## config.mk

```make
export PLATFORM = sky130hd
export DESIGN_NAME = rssb_sequencer_flat
export DESIGN_NICKNAME = d
export VERILOG_FILES = /design/src/rtl/rssb_sequencer_pkg.sv /design/src/rtl/rssb_sequencer_if.sv /design/src/rtl/rssb_sequencer_wait_timer.sv /design/src/rtl/rssb_sequencer.sv /design/src/flat_wrapper.sv
export SDC_FILE = /design/constraint.sdc
export NUM_CORES = 1
export LEC_CHECK = 0
export ABC_AREA = 1
export ABC_CLOCK_PERIOD_IN_PS = 3800
export BUFFER_PORTS_ARGS = -buffer_cell sky130_fd_sc_hd__buf_2
export CAP_MARGIN = 40
export CORE_MARGIN = 4
export CORE_UTILIZATION = 37
export CTS_CLUSTER_SIZE = 24
export DETAILED_ROUTE_END_ITERATION = 16
export RECOVER_POWER = 50
export SYNTH_ARGS = -nofsm -noshare
export SYNTH_HDL_FRONTEND = slang
export SYNTH_HIERARCHICAL = 1
export SYNTH_SLANG_ARGS = --single-unit
```

## constraint.sdc

```tcl
create_clock -name clk -period 3.8 [get_ports clk]
set_clock_uncertainty 0.05 [all_clocks]
set_input_delay 0.57 -clock clk [delete_from_list [all_inputs] [get_ports clk]]
set_output_delay 0.57 -clock clk [all_outputs]
set_load 0.01 [all_outputs]
```

## src/rtl/rssb_sequencer_pkg.sv

```systemverilog
// Shared types and constants for the RSSB control sequencer.
// Imported by the sequencer top and its wait timer.
package rssb_pkg;

    typedef enum logic [2:0] {
        ST_IDLE   = 3'd0,
        ST_FETCH  = 3'd1,
        ST_ACC    = 3'd2,
        ST_STORE  = 3'd3,
        ST_BRANCH = 3'd4,
        ST_HALTED = 3'd5,
        ST_FAULT  = 3'd6
    } rssb_state_t;

    localparam int SKIP_BORROW = 0;
    localparam int SKIP_NONPOS = 1;

    // Skip decision taken from the subtractor flags in the ACC cycle.
    function automatic logic skip_cond(input int mode, input logic neg, input logic zero);
        return (mode == SKIP_NONPOS) ? (neg | zero) : neg;
    endfunction

endpackage

```

## src/rtl/rssb_sequencer_if.sv

```systemverilog
// Memory req/ack port between the sequencer and the memory.
// mem_req holds, with stable mem_we, until the cycle mem_ack is high; that cycle completes the access.
interface rssb_sequencer_if;

    logic mem_req;
    logic mem_we;
    logic mem_ack;

    modport master (
        output mem_req,
        output mem_we,
        input  mem_ack
    );

    modport slave (
        input  mem_req,
        input  mem_we,
        output mem_ack
    );

endinterface

```

## src/rtl/rssb_sequencer_wait_timer.sv

```systemverilog
// Wait-state counter for one memory access; expired pulses on the
// WAIT_MAX-th consecutive cycle without an ack. WAIT_MAX = 0 never expires.
module rssb_wait_timer #(
    parameter int WAIT_MAX = 15
) (
    input  logic clk,
    input  logic rst,
    input  logic clear,
    input  logic enable,
    output logic expired
);

    localparam int CW = (WAIT_MAX > 2) ? $clog2(WAIT_MAX) : 1;
    localparam logic [CW-1:0] LIMIT = (WAIT_MAX > 0) ? CW'(WAIT_MAX - 1) : '0;

    logic [CW-1:0] cnt_q;

    always_ff @(posedge clk or posedge rst) begin
        if (rst) begin
            cnt_q <= '0;
        end else if (clear) begin
            cnt_q <= '0;
        end else if (enable) begin
            cnt_q <= cnt_q + CW'(1);
        end
    end

    // The cycle that would bring the count to WAIT_MAX is the expiring one.
    assign expired = (WAIT_MAX != 0) && enable && (cnt_q == LIMIT);

endmodule

```

## src/rtl/rssb_sequencer.sv

```systemverilog
// RSSB control sequencer: issues datapath strobes and drives the memory
// req/ack port, with run/step control, halt, watchdog and retired-instruction count.
module rssb_sequencer
    import rssb_pkg::*;
#(
    parameter int SKIP_MODE = SKIP_BORROW,
    parameter int WAIT_MAX  = 15,
    parameter int CNT_W     = 32
) (
    input  logic               clk,
    input  logic               rst,
    input  logic               run,
    input  logic               step,
    input  logic               halt_req,
    input  logic               neg,
    input  logic               zero,
    rssb_sequencer_if.master   mem,
    output logic               write_op1,
    output logic               write_acc,
    output logic               write_mem,
    output logic               write_pc,
    output logic               pc_skip,
    output logic               busy,
    output logic               halted,
    output logic               fault,
    output logic [CNT_W-1:0]   instr_count,
    output rssb_state_t        state_dbg
);

    rssb_state_t      state_q;
    logic             skip_q;
    logic [CNT_W-1:0] count_q;
    logic             wait_active;
    logic             wait_expired;

    assign wait_active = (state_q == ST_FETCH) || (state_q == ST_STORE);

    rssb_wait_timer #(
        .WAIT_MAX (WAIT_MAX)
    ) u_wait_timer (
        .clk     (clk),
        .rst     (rst),
        .clear   (!wait_active),
        .enable  (wait_active && !mem.mem_ack),
        .expired (wait_expired)
    );

    always_ff @(posedge clk or posedge rst) begin
        if (rst) begin
            state_q <= ST_IDLE;
            skip_q  <= 1'b0;
            count_q <= '0;
        end else begin
            case (state_q)
                ST_IDLE: begin
                    if (run) state_q <= ST_FETCH;
                end
                ST_FETCH: begin
                    if (mem.mem_ack)       state_q <= ST_ACC;
                    else if (wait_expired) state_q <= ST_FAULT;
                end
                ST_ACC: begin
                    skip_q  <= skip_cond(SKIP_MODE, neg, zero);
                    state_q <= ST_STORE;
                end
                ST_STORE: begin
                    if (mem.mem_ack)       state_q <= ST_BRANCH;
                    else if (wait_expired) state_q <= ST_FAULT;
                end
                ST_BRANCH: begin
                    count_q <= count_q + CNT_W'(1);
                    if (halt_req)          state_q <= ST_HALTED;
                    else if (step || !run) state_q <= ST_IDLE;
                    else                   state_q <= ST_FETCH;
                end
                ST_HALTED: state_q <= ST_HALTED;
                ST_FAULT:  state_q <= ST_FAULT;
                default:   state_q <= ST_IDLE;
            endcase
        end
    end

    // Outputs decode straight from the state register, so reset clears them
    // asynchronously; op1/mem commit strobes follow the ack in the same cycle.
    assign mem.mem_req = wait_active;
    assign mem.mem_we  = (state_q == ST_STORE);
    assign write_op1   = (state_q == ST_FETCH) && mem.mem_ack;
    assign write_acc   = (state_q == ST_ACC);
    assign write_mem   = (state_q == ST_STORE) && mem.mem_ack;
    assign write_pc    = (state_q == ST_BRANCH);
    assign pc_skip     = (state_q == ST_BRANCH) && skip_q;
    assign busy        = wait_active || (state_q == ST_ACC) || (state_q == ST_BRANCH);
    assign halted      = (state_q == ST_HALTED);
    assign fault       = (state_q == ST_FAULT);
    assign instr_count = count_q;
    assign state_dbg   = state_q;

endmodule

```

## src/flat_wrapper.sv

```systemverilog
// flat-port wrapper written by rule: the top's interface ports become plain ports
module rssb_sequencer_flat import rssb_pkg::*;
#(
    parameter int SKIP_MODE = SKIP_BORROW,
    parameter int WAIT_MAX  = 15,
    parameter int CNT_W     = 32
)
  (clk, rst, run, step, halt_req, neg, zero, write_op1, write_acc, write_mem, write_pc, pc_skip, busy, halted, fault, instr_count, state_dbg, mem_mem_req, mem_mem_we, mem_mem_ack);
  rssb_sequencer_if mem_i ();
  input  logic clk;
  input  logic rst;
  input  logic run;
  input  logic step;
  input  logic halt_req;
  input  logic neg;
  input  logic zero;
  output logic write_op1;
  output logic write_acc;
  output logic write_mem;
  output logic write_pc;
  output logic pc_skip;
  output logic busy;
  output logic halted;
  output logic fault;
  output logic [CNT_W-1:0] instr_count;
  output rssb_state_t state_dbg;
  output wire logic [$bits(mem_i.mem_req)-1:0] mem_mem_req;
  output wire logic [$bits(mem_i.mem_we)-1:0] mem_mem_we;
  input wire logic [$bits(mem_i.mem_ack)-1:0] mem_mem_ack;
  assign mem_mem_req = mem_i.mem_req;
  assign mem_mem_we = mem_i.mem_we;
  assign mem_i.mem_ack = mem_mem_ack;
  rssb_sequencer #(.SKIP_MODE(SKIP_MODE), .WAIT_MAX(WAIT_MAX), .CNT_W(CNT_W)) u_core (.clk(clk), .rst(rst), .run(run), .step(step), .halt_req(halt_req), .neg(neg), .zero(zero), .mem(mem_i), .write_op1(write_op1), .write_acc(write_acc), .write_mem(write_mem), .write_pc(write_pc), .pc_skip(pc_skip), .busy(busy), .halted(halted), .fault(fault), .instr_count(instr_count), .state_dbg(state_dbg));
endmodule
```

==> flow_summary.toml, run 1 <==
[status]
run_status = "complete, but fails checks"
violations = "max-capacitance violations, max-slew violations"

[sta]
rsz0062_at_grt = "no"
tmin_final_ps = 2212
maxSlewViolCount = 37
report.final.setup_viol = 0
layout_setup_ws_ps = 1588
finalHoldViolCount = 0
tightestPinTransition_ps = 2016
slew-limit-headroom = -0.3440
timing.fmax_mhz = 452.0
setup_total_negative_slack_ps = 0
whs_ps = 110.1
period_share = 0.5822

[die]
design.portCount = 53
coreArea_um2 = 5991
initial_utilization = 0.3837
die-width_um = 86.82
area_of_the_die_um2 = 7537
floorplan.die.height_um = 86.82
rows = 28

[setup_path]
critical_path_launch_point = "rst"
arrival_time_of_the_worst_setup_path_ps = 2160
crit_fanout = 36
worstSetupPathType = "in2async"
worstSetupStartpointType = "primary input"
worst_setup_path_end_kind = "asynchronous set/reset pin"
worstPathRequired_ps = 3750
worst_r2r_startpoint = "u_core/state_dbg[1]"

[logic_synthesis]
ys.warnings.count = 6
synthesized_instance_count = 289
postSynthNetCount = 300
syn-cell-area_um2 = 2298
synth_seq_cells = 40
synth.avg_cell_area_um2 = 7.953
synthDistinctLibCells = 26
yosysSeqAreaShare = 0.4355

[clocking]
cts.sink_count = 40
cts-buffers-inserted = 5
insertion_delay_ps = 290
clock_path_buffers = 2
post_cts_buffers = 0
htreeDepth = 2
clock_tree.root_cell = "clkbuf_8"
holdBufCountCts = 0
clk_pin_slew_ps = 70
tritoncts_clock_tree = "built"
cts-resized-gates = 0

[global_routing]
antenna_violations_before_repair = 0
grt_pass1_vias = 1838
grt_residual_overflow = 0
grt_first_pass_wirelength_um = 8383
grt_usage = 0.1400
maximum_number_of_pins_on_one_net_before_global_route_repair = 37

[cells_and_area]
finalInstanceArea_um2 = 2690
diodes = 0
layout.nets = 359
area_delta_synth_final_pct = 17.04
utilization = 0.4490
fill_cells = 627
layout-drive-gt1-share = 0.1662

[hold_path]
worst_hold_path_type = "in2async"

[route]
residual_drc_count = 0
route.antenna.remaining_nets = 0
drt-vias-per-instance = 4.726
avgRoutedWirePerCell_um = 12.00
wl_um = 5086
drt-initial-drc-count = 79
number_of_vias_after_detailed_routing = 2004
drt_first_pass_iters = 4

[place]
place_ws_ps = 1799
gp_congestion = 0.8177
placement.io_buffers = 51
dp.final_hpwl_um = 3857
placed_area_um2 = 2655

[job]
max-cap-violations = 1

[power]
vdd.ir_drop.worst_mv = 0.3052
power.density_nw_per_um2 = 441.4
p_leak_nw = 1.460
-- per-stage QoR --
stage	std cells	power [mW]
global placement	416	0.8647
finish	424	1.187
CTS	424	1.244
detailed placement	416	0.8673
floorplan	289	0.7538
global route	424	1.277
-- final cells by class --
class,count,area (um^2),area share
clock buffer,6,82.58,0.03070
sequential,40,1001,0.3721
inverter,33,123.9,0.04605
multi-input combinational,216,1105,0.4107
clock inverter,2,38.79,0.01442
tap,75,93.84,0.03488
timing repair buffer,52,245.2,0.09116
-- cells by family (layout without fill, tap and decap cells) --
family / after synthesis / after routing / share of synthesized area
xor gates and xnor gates: 17 / 17 / 0.06805
AOI/OAI and AO/OA: 12 / 12 / 0.02885
buffers and inverters: 33 / 93 / 0.05389
adders and majority gates: 3 / 3 / 0.01633
DFF: 40 / 40 / 0.4355
and+or+nand+nor: 184 / 184 / 0.3974
-- worst paths after layout --
check                           cells after the start                            to  slack (ps)
max in group clk                                    5                     write_op1        1640
worst min register to register                      2        u_core/instr_count[31]         450
min in group clk                                    3                 u_core/skip_q         430
worst max register to register                      8        u_core/instr_count[27]        1710
worst max-delay path                                3           u_core/state_dbg[1]        1590
worst min-delay path                                2  u_core/u_wait_timer/cnt_q[3]         110
-- routing by layer --
layer	vias to the layer above	global-route usage	share of wire
li1	1030	-	-
met1	931	0.1851	0.48
met2	38	0.2298	0.46
met3	5	0.03422	0.052
met4	0	0.03399	0.0077
met5	-	0	0
-- sequential cells by signal, summed over array words and instances, names as in the netlist --
signal	cells
u_core/instr_count	32
u_core/u_wait_timer/cnt_q	4
u_core/state_dbg	3
u_core/skip_q	1
-- cells in the final DEF (no fill, tap or decap) --
cell type  netlist  routed
a21oi_1          3       3
a32oi_1          1       1
buf_2            0      40
bufinv_16        0       1
clkbuf_1         0      12
clkbuf_8         0       6
clkinv_4         0       1
dfrtp_1         40      40
ha_1             3       3
inv_1           32      33
nand2_1         94      96
nand2_4          3       2
nand3_1         14      15
nand3_2          1       1
nand3b_1         9       9
nand4_1          6       6
nor2_1          36      39
nor2_2           2       1
nor2_4           2       2
nor2_8           4       2
nor3_1           9      10
o211ai_1         1       1
o21ai_0          7       7
or2_2            1       1
xnor2_1          8       8
xor2_1           8       8
xor2_2           1       1
-- power by group --
part           internal [mW]  switching (mW)  leakage (nW)
clock                  0.215           0.151        0.0614
combinational          0.109           0.193         0.852
sequential             0.470          0.0493         0.547
total                  0.794           0.393          1.46
-- synthesized netlist by cell type --
master	count	share of area
o21ai_0	7	0.015
xnor2_1	8	0.030
a32oi_1	1	0.0038
nand3_1	14	0.030
nand2_4	3	0.015
nor2_1	36	0.059
o211ai_1	1	0.0033
or2_2	1	0.0027
nor2_4	2	0.0098
nor2_8	4	0.035
nand4_1	6	0.016
inv_2	1	0.0016
a21oi_1	3	0.0065
nor2_2	2	0.0054
xor2_2	1	0.0071
xor2_1	8	0.030
nand3_2	1	0.0044
nand2_2	1	0.0027
inv_1	32	0.052
nand3b_1	9	0.029
nand3_4	1	0.0076
nor3_4	1	0.0071
ha_1	3	0.016
dfrtp_1	40	0.44
nor3_1	9	0.020
nand2_1	94	0.15
-- critical path, stage by stage --
cell,delay [ps]
buf_2,100
inv_1,40
clkbuf_1,1440
Power figures use the tool's default switching activity.
==> run 2, diff against run 1 <==
ABC_AREA = 0   (was 1)
ABC_CLOCK_PERIOD_IN_PS = 2100   (was 3800)
clock period = 2.1 ns   (was 3.8 ns; I/O delays follow)
==> flow_summary.toml, run 2 <==
[cells_and_area]
area_delta_synth_final_pct = 23.15
layout.nets = 266
fill_cells = 515
layout.cells.most_common = "dfrtp_1"
diodes = 0
largest_register_ffs = 32
most_used_cells_in_the_layout_excluding_fill_and_tap_cells = "40 x dfrtp_1, 31 x buf_2, 29 x xnor2_1"
layout-drive-gt1-share = 0.2070

[global_routing]
antenna_violations_before_repair = 0
maximum_number_of_pins_on_one_net_before_global_route_repair = 37
grt_usage = 0.1338
grt_first_pass_wirelength_um = 6927
grt_pass1_vias = 1552
grt_residual_overflow = 0

[sta]
rsz0062_at_grt = "no"
slew-limit-headroom = 0.4032
period_share = 0.8963
timing.fmax_mhz = 531.3
tmin_final_ps = 1882
maxSlewViolCount = 0
report.final.setup_viol = 0
tightestPinTransition_ps = 895.2
finalHoldViolCount = 0
layout_setup_ws_ps = 217.7
whs_ps = 215.6
setup_total_negative_slack_ps = 0

[setup_path]
worstSetupStartpointType = "register"
worstSetupPathType = "reg2out"
crit_fanout = 7
worstPathRequired_ps = 1740
arrival_time_of_the_worst_setup_path_ps = 1520
worst_setup_path_end_kind = "output pin"

[die]
die-width_um = 81.42
coreArea_um2 = 5172
initial_utilization = 0.3856
design.portCount = 53
area_of_the_die_um2 = 6629
rows = 26
floorplan.die.height_um = 81.42

[logic_synthesis]
ys.warnings.count = 6
yosysTopAreaCell = "dfrtp_1"
yosysSeqAreaShare = 0.5019
yosys_most_used_dff = "dfrtp_1"
synthMostInstantiatedCell = "dfrtp_1"
postSynth.asyncResetShare = 1.000
ys_top_cells_by_area = "dfrtp_1 50%, xnor2_1 13%, nand4_1 5.6%, nand3_1 3.0%, nor2_1 2.8%"
syn-cell-area_um2 = 1994
synth_seq_cells = 40
synthesized_instance_count = 193
post_synth_most_frequent_cells = "40 x dfrtp_1, 29 x xnor2_1, 18 x nand4_1, 15 x nor2_1, 13 x nand2_1"
postSynthNetCount = 204
synthDistinctLibCells = 38
synth-edff-count = 0
synth.avg_cell_area_um2 = 10.33
yosys.area.top_type_share = 0.5019

[clocking]
cts-buffers-inserted = 5
htreeDepth = 2
tritoncts_clock_tree = "built"
clock_path_buffers = 2
post_cts_buffers = 0
clk_pin_slew_ps = 70
cts.sink_count = 40
insertion_delay_ps = 280
clock_tree.root_cell = "clkbuf_8"

[power]
p_leak_nw = 1.142
power.density_nw_per_um2 = 908.9
vdd.ir_drop.worst_mv = 0.6148

[route]
wl_um = 4069
number_of_vias_after_detailed_routing = 1566
route.antenna.remaining_nets = 0
drt-initial-drc-count = 42
residual_drc_count = 0
drt-vias-per-instance = 4.804
drt_first_pass_iters = 4
avgRoutedWirePerCell_um = 12.48

[place]
dp.final_hpwl_um = 2955
gp_congestion = 0.7934
place_ws_ps = 192.0
placement.io_buffers = 51

[status]
run_status = "complete, no violations"

[job]
max-cap-violations = 0

[hold_path]
worst_hold_path_type = "in2reg"
## run 2: cells by family after synthesis
kind of cell,after synthesis,share of synthesized area
adders and majority gates,3,0.01882
AOI/OAI and AO/OA,12,0.04078
and+or+nand+nor,86,0.2390
xor gates and xnor gates,33,0.1449
buffers and inverters,17,0.04140
DFF,40,0.5019
muxes,2,0.01317
## run 2: worst paths after layout
kind                       slack [ps]                            to              startpoint  cells past startpoint
setup / recovery                  220                       pc_skip     u_core/state_dbg[0]                      4
hold / removal                    220                 u_core/skip_q                     neg                      2
setup reg to reg                  240           u_core/state_dbg[0]     u_core/state_dbg[0]                      8
hold reg to reg                   430        u_core/instr_count[31]  u_core/instr_count[31]                      1
max in group asynchronous         650        u_core/instr_count[13]                     rst                      4
min in group asynchronous         410  u_core/u_wait_timer/cnt_q[2]                     rst                      3
## run 2: cell type report
cell class	count	area [um^2]	area share
clock buffers	6	72.57	0.02955
flip-flops and latches	40	1001	0.4075
multi-input cells	136	913.4	0.3719
inverters	11	41.29	0.01681
repair buffers	61	305.3	0.1243
clock inverters	2	35.03	0.01426
well taps	70	87.58	0.03566
## run 2: repair_timing
item / in CTS / in global routing
hold buffers: 1 / 0
setup endpoints to repair: 0 / 1
gates resized for setup: 0 / 1
hold endpoints to repair: 4 / 0
## run 2: power by group
part | total (mW) | switching, mW | internal, mW
sequential | 0.927 | 0.0746 | 0.852
clock | 0.610 | 0.257 | 0.353
combinational | 0.696 | 0.390 | 0.306
total | 2.23 | 0.722 | 1.51
## run 2: critical path: stages, from the launching register on
cell and delay [ps]:
dfrtp_1 380, or3b_4 470, inv_1 140, and2_1 130, buf_2 120
## run 2: through the flow
step,cells,utilization,area [um^2],total power [mW]
2_1_floorplan,193,-,1994,1.392
3_3_place_gp,317,0.4569,2364,1.627
3_5_place_dp,317,0.4569,2364,1.643
4_1_cts,326,0.4797,2481,2.266
5_1_grt,326,0.4748,2456,2.395
6_report,326,0.4748,2456,2.232
## run 2: metal layers
metal / share of wire / vias up / track usage
met2: 0.46 / 39 / 0.2288
met5: 0 / - / 0
li1: - / 788 / -
met4: 0.0098 / 0 / 0.03547
met1: 0.46 / 734 / 0.1648
met3: 0.061 / 5 / 0.03838
